--- src/rtl/sha256_pkg.sv ---
// Shared definitions for the SHA-256 job arbiter slice.
//   NUM_REQ  : number of requesters feeding the shared hash core
//   HASH_W   : digest width
//   state_t  : job FSM state encoding
package sha256_pkg;

    localparam int NUM_REQ = 2;
    localparam int HASH_W  = 256;

    typedef enum logic [2:0] {
        ST_IDLE   = 3'd0,
        ST_START  = 3'd1,
        ST_STREAM = 3'd2,
        ST_WAIT   = 3'd3,
        ST_RESP   = 3'd4
    } state_t;

endpackage

--- src/rtl/rr_arbiter2.sv ---
// Two-way round-robin arbiter with a registered grant.
//   clk, rst : clock, asynchronous active-high reset
//   req      : per-requester request bits
//   en       : capture a new grant this cycle (only when some req is high)
//   grant    : registered index of the winning requester
// The pointer names the favoured requester; after a grant it moves to the
// other requester so a continuously requesting pair alternates.
module rr_arbiter2
    import sha256_pkg::*;
(
    input  logic               clk,
    input  logic               rst,
    input  logic [NUM_REQ-1:0] req,
    input  logic               en,
    output logic               grant
);

    logic ptr_reg;
    logic pick;

    always_comb begin
        pick = req[ptr_reg] ? ptr_reg : ~ptr_reg;
    end

    always_ff @(posedge clk or posedge rst) begin
        if (rst) begin
            ptr_reg <= 1'b0;
            grant   <= 1'b0;
        end else if (en) begin
            grant   <= pick;
            ptr_reg <= ~pick;
        end
    end

endmodule

--- src/rtl/sha256_job_arbiter.sv ---
// Arbitrates byte-stream hash jobs from two requesters onto one SHA-256 core.
//   clk, rst                      : clock, asynchronous active-high reset
//   req_valid/req_data/req_last   : per-requester byte streams (8 bits each)
//   req_ready                     : per-requester byte accept
//   rsp_valid/rsp_hash/rsp_err    : per-requester completion pulse, digest, timeout flag
//   busy, grant_id                : job in progress, owner of the current job
//   sp_start/sp_data/sp_valid/sp_last : stream towards the hash core
//   sp_hash/sp_done               : digest back from the hash core
module sha256_job_arbiter
    import sha256_pkg::*;
#(
    parameter int BYTE_GAP     = 0,
    parameter int DONE_TIMEOUT = 4096
) (
    input  logic                 clk,
    input  logic                 rst,
    input  logic [NUM_REQ-1:0]   req_valid,
    input  logic [8*NUM_REQ-1:0] req_data,
    input  logic [NUM_REQ-1:0]   req_last,
    output logic [NUM_REQ-1:0]   req_ready,
    output logic [NUM_REQ-1:0]   rsp_valid,
    output logic [HASH_W-1:0]    rsp_hash,
    output logic                 rsp_err,
    output logic                 busy,
    output logic                 grant_id,
    output logic                 sp_start,
    output logic [7:0]           sp_data,
    output logic                 sp_valid,
    output logic                 sp_last,
    input  logic [HASH_W-1:0]    sp_hash,
    input  logic                 sp_done
);

    localparam int GAP_W = (BYTE_GAP > 0) ? $clog2(BYTE_GAP + 1) : 1;
    localparam int TO_W  = (DONE_TIMEOUT > 1) ? $clog2(DONE_TIMEOUT) : 1;

    state_t             state_reg, state_next;
    logic [GAP_W-1:0]   gap_reg;
    logic [TO_W-1:0]    to_cnt_reg;
    logic [7:0]         sp_data_reg;
    logic               sp_valid_reg;
    logic               sp_last_reg;
    logic [HASH_W-1:0]  hash_reg;
    logic               err_reg;

    logic               stream_active;
    logic               resp_active;
    logic               gap_zero;
    logic               accept;
    logic               timeout_hit;
    logic               arb_en;
    logic [7:0]         sel_data;
    logic               sel_last;

    // Grant is captured on the IDLE->START edge, so it is stable from START on.
    assign arb_en = (state_reg == ST_IDLE) && (|req_valid);

    rr_arbiter2 u_arb (
        .clk   (clk),
        .rst   (rst),
        .req   (req_valid),
        .en    (arb_en),
        .grant (grant_id)
    );

    always_comb begin
        sel_data = req_data[7:0];
        sel_last = req_last[0];
        for (int i = 0; i < NUM_REQ; i++) begin
            if (grant_id == 1'(i)) begin
                sel_data = req_data[8*i +: 8];
                sel_last = req_last[i];
            end
        end
    end

    assign gap_zero    = (gap_reg == '0);
    assign accept      = stream_active && gap_zero && req_valid[grant_id];
    assign timeout_hit = (to_cnt_reg == TO_W'(DONE_TIMEOUT - 1));

    generate
        for (genvar gi = 0; gi < NUM_REQ; gi++) begin : g_req
            assign req_ready[gi] = stream_active && gap_zero && (grant_id == 1'(gi));
            assign rsp_valid[gi] = resp_active && (grant_id == 1'(gi));
        end
    endgenerate

    // FSM state register
    always_ff @(posedge clk or posedge rst) begin
        if (rst) begin
            state_reg <= ST_IDLE;
        end else begin
            state_reg <= state_next;
        end
    end

    // FSM next state and state-decoded outputs
    always_comb begin
        state_next    = state_reg;
        sp_start      = 1'b0;
        stream_active = 1'b0;
        resp_active   = 1'b0;
        busy          = (state_reg != ST_IDLE);
        case (state_reg)
            ST_IDLE: begin
                if (|req_valid) state_next = ST_START;
            end
            ST_START: begin
                sp_start   = 1'b1;
                state_next = ST_STREAM;
            end
            ST_STREAM: begin
                stream_active = 1'b1;
                if (accept && sel_last) state_next = ST_WAIT;
            end
            ST_WAIT: begin
                if (sp_done || timeout_hit) state_next = ST_RESP;
            end
            ST_RESP: begin
                resp_active = 1'b1;
                state_next  = ST_IDLE;
            end
            default: state_next = ST_IDLE;
        endcase
    end

    // Datapath: byte forwarding, pacing, timeout and digest capture
    always_ff @(posedge clk or posedge rst) begin
        if (rst) begin
            gap_reg      <= '0;
            to_cnt_reg   <= '0;
            sp_data_reg  <= '0;
            sp_valid_reg <= 1'b0;
            sp_last_reg  <= 1'b0;
            hash_reg     <= '0;
            err_reg      <= 1'b0;
        end else begin
            sp_valid_reg <= accept;
            sp_last_reg  <= accept && sel_last;
            if (accept) begin
                sp_data_reg <= sel_data;
            end

            // Gap only matters inside a stream; clearing it elsewhere means
            // every job begins ready on its first STREAM cycle.
            if (state_reg != ST_STREAM) begin
                gap_reg <= '0;
            end else if (accept) begin
                gap_reg <= GAP_W'(BYTE_GAP);
            end else if (!gap_zero) begin
                gap_reg <= gap_reg - 1'b1;
            end

            if (state_reg == ST_WAIT && !sp_done && !timeout_hit) begin
                to_cnt_reg <= to_cnt_reg + 1'b1;
            end else begin
                to_cnt_reg <= '0;
            end

            if (state_reg == ST_WAIT) begin
                if (sp_done) begin
                    hash_reg <= sp_hash;
                    err_reg  <= 1'b0;
                end else if (timeout_hit) begin
                    hash_reg <= '0;
                    err_reg  <= 1'b1;
                end
            end
        end
    end

    assign sp_data  = sp_data_reg;
    assign sp_valid = sp_valid_reg;
    assign sp_last  = sp_last_reg;
    assign rsp_hash = hash_reg;
    assign rsp_err  = err_reg && resp_active;

endmodule

--- config.mk ---
export PLATFORM = sky130hd
export DESIGN_NAME = sha256_job_arbiter
export DESIGN_NICKNAME = d
export VERILOG_FILES = /design/src/rtl/sha256_pkg.sv /design/src/rtl/rr_arbiter2.sv /design/src/rtl/sha256_job_arbiter.sv
export SDC_FILE = /design/constraint.sdc
export NUM_CORES = 1
export LEC_CHECK = 0
export CORE_AREA = 2 2 216 218
export CTS_CLUSTER_SIZE = 20
export DETAILED_ROUTE_END_ITERATION = 7
export DIE_AREA = 0 0 218 220
export PLACE_DENSITY = 0.56
export SLEW_MARGIN = 5
export SYNTH_ARGS = -nofsm -noshare
export SYNTH_HDL_FRONTEND = slang
export SYNTH_SLANG_ARGS = --single-unit
--- constraint.sdc ---
create_clock -name clk -period 27 [get_ports clk]
set_clock_uncertainty 0.2 [all_clocks]
set_input_delay 4.05 -clock clk [delete_from_list [all_inputs] [get_ports clk]]
set_output_delay 4.05 -clock clk [all_outputs]
set_load 0.02 [all_outputs]
==> run_results.csv <==
group,metric,value,unit
clocking,cts_buffer_depth,3,
layout,final_util,43.9,%
setup_path,critical_path.max_stage_delay,0.79,ns
floorplanning,die_h,220,um
clocking,clkTransAtPathRegs,0.05,ns
setup_path,crit_fanout,75,
sta,rsz0062_at_grt,"no",
setup_path,crit_path_end_kind,"flip-flop",
floorplanning,ios,553,
layout,largest_register_ffs,256,
global_route,busiest_layer,"met2",
clocking,clk_latency,0.53,ns
synthesis,syn_inst,1277,
placement,place_area,19000,um2
floorplanning,dieArea,48000,um2
drt,viasPerCell,5.00,
setup_path,r2r_setup_slack,23.48,ns
min_path,hold_depth,1,
sta,fin_crit_sh,25.1,%
floorplanning,start_util,28.8,%
setup_path,cp.required,27.22,ns
floorplanning,row_count,79,
clocking,cts_buffers,36,
layout,finalNonFillerCells,2391,
setup_path,crit_top_cell,"buf_4",
global_route,overflow,0,
placement,dp_cells,2328,
sta,slew_violations,0,
power,p_leak,7.77,nW
clocking,cts_resized,0,
layout,n_fill_cell,4422,
global_route,grt_pass1_wl,71700,um
clocking,root_buffer,"clkbuf_16",
layout,seq_area,7110,um2
setup_path,path_class,"in2reg",
setup_path,worst_r2r_path_depth,5,
setup_path,crit_path_cell_trace,"buf_4 > and4b_4 > buf_4 > buf_4 > a22oi_1 > o21ai_0",
placement,place_congestion,0.831,
clocking,htree_levels,2,
drt,drt-initial-drc-count,1035,
setup_path,startpoint,"sp_done",
setup_path,crit_family,"buffers and inverters",
sta,slew_headroom,26.4,%
layout,stdcell_area,20100,um2
drt,post_drt_wl_per_cell,20.1,um
synthesis,synth_fp_nets,1557,
synthesis,yosysTopAreaCell,"dfrtp_1",
setup_path,crit_buf_inv,3,
min_path,hold_start,"u_arb.ptr_reg",
sta,fmax,0.148,GHz
layout,nNetsFinal,2039,
clocking,postCtsSetupRepairBufs,0,
drt,first_pass_iters,5,
synthesis,synth.cell_area,13200,um2
placement,portBuffers,552,
layout,drive_gt1_share,3.99,%
min_path,hold_path_end,"u_arb.ptr_reg",
synthesis,synth_area_per_cell,10.4,um2
min_path,hp-class,"reg2reg",
placement,dpl.hpwl,31500,um
setup_path,cp_slowest_cell,"buf_4",
layout,area_growth,52.1,%
clocking,cts_sinks,284,
synthesis,ys_warn_count,0,
global_route,use_met3,4.68,%
synthesis,ys.flop_type,"dfrtp_1",
synthesis,synth_edf_count,0,
synthesis,synth-seq-cells,284,
layout,multi_input_area,5460,um2
drt,drc,0,
global_route,met1_usage,25.5,%
global_route,antenna_found_initial,5,
setup_path,critPathArrivalTime,6.99,ns
synthesis,ys_async_sr_fraction,100,%
floorplanning,core_area,45900,um2
job,cap_violations,0,
synthesis,yosysUniqueCellTypes,44,
power,p_per_area,103,nW/um2
setup_path,cp-start-kind,"primary input",
run_status,status,"completed",
sta,min_period,6.76,ns
sta,tightest_slew,1.10,ns
drt,ant_nets,0,
global_route,grt_max_degree,120,
power,ir_drop,0.0591,mV
synthesis,synthTopCellsByArea,"dfrtp_1, a22oi_1, nand2b_1, o21ai_0, clkbuf_1",
setup_path,reg2reg_to,"rsp_hash[199]",
floorplanning,die_width,218,um
synthesis,ys_seq_area_share,53.7,%
sta,tns,0,ns
sta,setup_violations,0,
sta,finalHoldViolations,0,
setup_path,r2r-start,"state_reg[2]",
synthesis,synth_top_area_share,53.7,%
global_route,grt_pass1_vias,11600,
global_route,grt_use_met2,29.9,%
clocking,cts_hold_buf,0,
clocking,cts_tree,"built",
drt,routed_wl,48100,um
global_route,gr-usage-all-layers,19.0,%
drt,vias,12000,
==> cell usage in the layout (no fill, tap or decap), types with 2 or more instances in the layout <==
| master | n |
|---|---|
| a211oi_1 | 5 |
| a21oi_1 | 20 |
| a22oi_1 | 256 |
| a31oi_1 | 3 |
| and2_1 | 3 |
| and3_1 | 3 |
| buf_4 | 17 |
| clkbuf_1 | 12 |
| clkbuf_16 | 37 |
| clkbuf_8 | 7 |
| clkdlybuf4s50_1 | 551 |
| clkinv_4 | 2 |
| dfrtp_1 | 284 |
| diode_2 | 4 |
| inv_1 | 4 |
| mux2_2 | 2 |
| mux2i_1 | 8 |
| nand2_1 | 6 |
| nand2b_1 | 256 |
| nand3_1 | 3 |
| nand4_1 | 2 |
| nor2_1 | 3 |
| nor3_1 | 5 |
| nor3b_1 | 3 |
| o21ai_0 | 257 |
| o21ai_1 | 2 |
| o31ai_1 | 4 |
| or3_1 | 4 |
| or4_1 | 4 |
| xnor2_1 | 2 |
==> Yosys cell counts, drive strengths merged (4+ instances only) <==
cell,number
or4,4
buf,42
o31ai,4
inv,5
or3,4
o21ai,259
clkbuf,82
a22oi,256
nor3,5
a21oi,20
dfrtp,284
nand2,6
mux2i,8
nand3,4
a211oi,5
nand2b,256
==> cell type report <==
class | count | area share [%]
well taps | 607 | 3.77
clock buffers | 56 | 5.30
repair buffers | 568 | 28.0
flip-flops and latches | 284 | 35.3
diodes | 4 | 0.0497
clock inverters | 3 | 0.236
multi-input cells | 864 | 27.1
inverters | 5 | 0.131
==> worst max-delay path by stage <==
stage	endpoint	cells past startpoint
after floorplan	err_reg	1
after global placement	rsp_hash[183]	6
after CTS	rsp_hash[215]	6
after detailed placement	rsp_hash[215]	6
after global routing	rsp_hash[241]	6
final	rsp_hash[199]	6
==> layer usage <==
metal	wire, um	vias to the layer above
met5	12	-
met4	1180	2
met3	3330	65
met2	22900	378
met1	20700	5907
li1	-	5602
==> worst register-to-register path, stage by stage (launching register included) <==
cell and delay, ns:
dfrtp_1 0.51, and4b_4 0.83, buf_4 0.70, buf_4 0.82, a22oi_1 0.22, o21ai_0 0.14
==> through the flow <==
step / power, W / setup slack, ns / hold WS [ns]
after floorplan: 0.00118 / 14.91 / 0.258
after global placement: 0.00160 / 19.73 / 0.271
after detailed placement: 0.00161 / 19.69 / 0.284
after CTS: 0.00209 / 20.25 / 0.293
after global routing: 0.00219 / 20.03 / 0.317
final: 0.00206 / 20.24 / 0.293
==> kinds of logic (layout without fill, tap and decap cells) <==
logic type               after synthesis  in the layout  synth area share [%]
flip-flops                           284            284                  53.7
adder cells (fa/ha/maj)                1              1                0.0945
other                                  0              4                     0
buffers and inverters                129            632                  5.04
AND/OR/NAND/NOR                      298            298                  14.1
AO/OA/AOI/OAI                        552            552                  26.1
XOR/XNOR                               3              3                 0.199
multiplexers                          10             10                 0.775
==> power by group <==
group	switching (W)	internal, W	total, W
combinational	0.000470	0.000449	0.000919
sequential	0.000115	0.000565	0.000680
clock	0.000185	0.000279	0.000464
total	0.000770	0.00129	0.00206
Note: power is estimated with default switching activity, not from simulation.
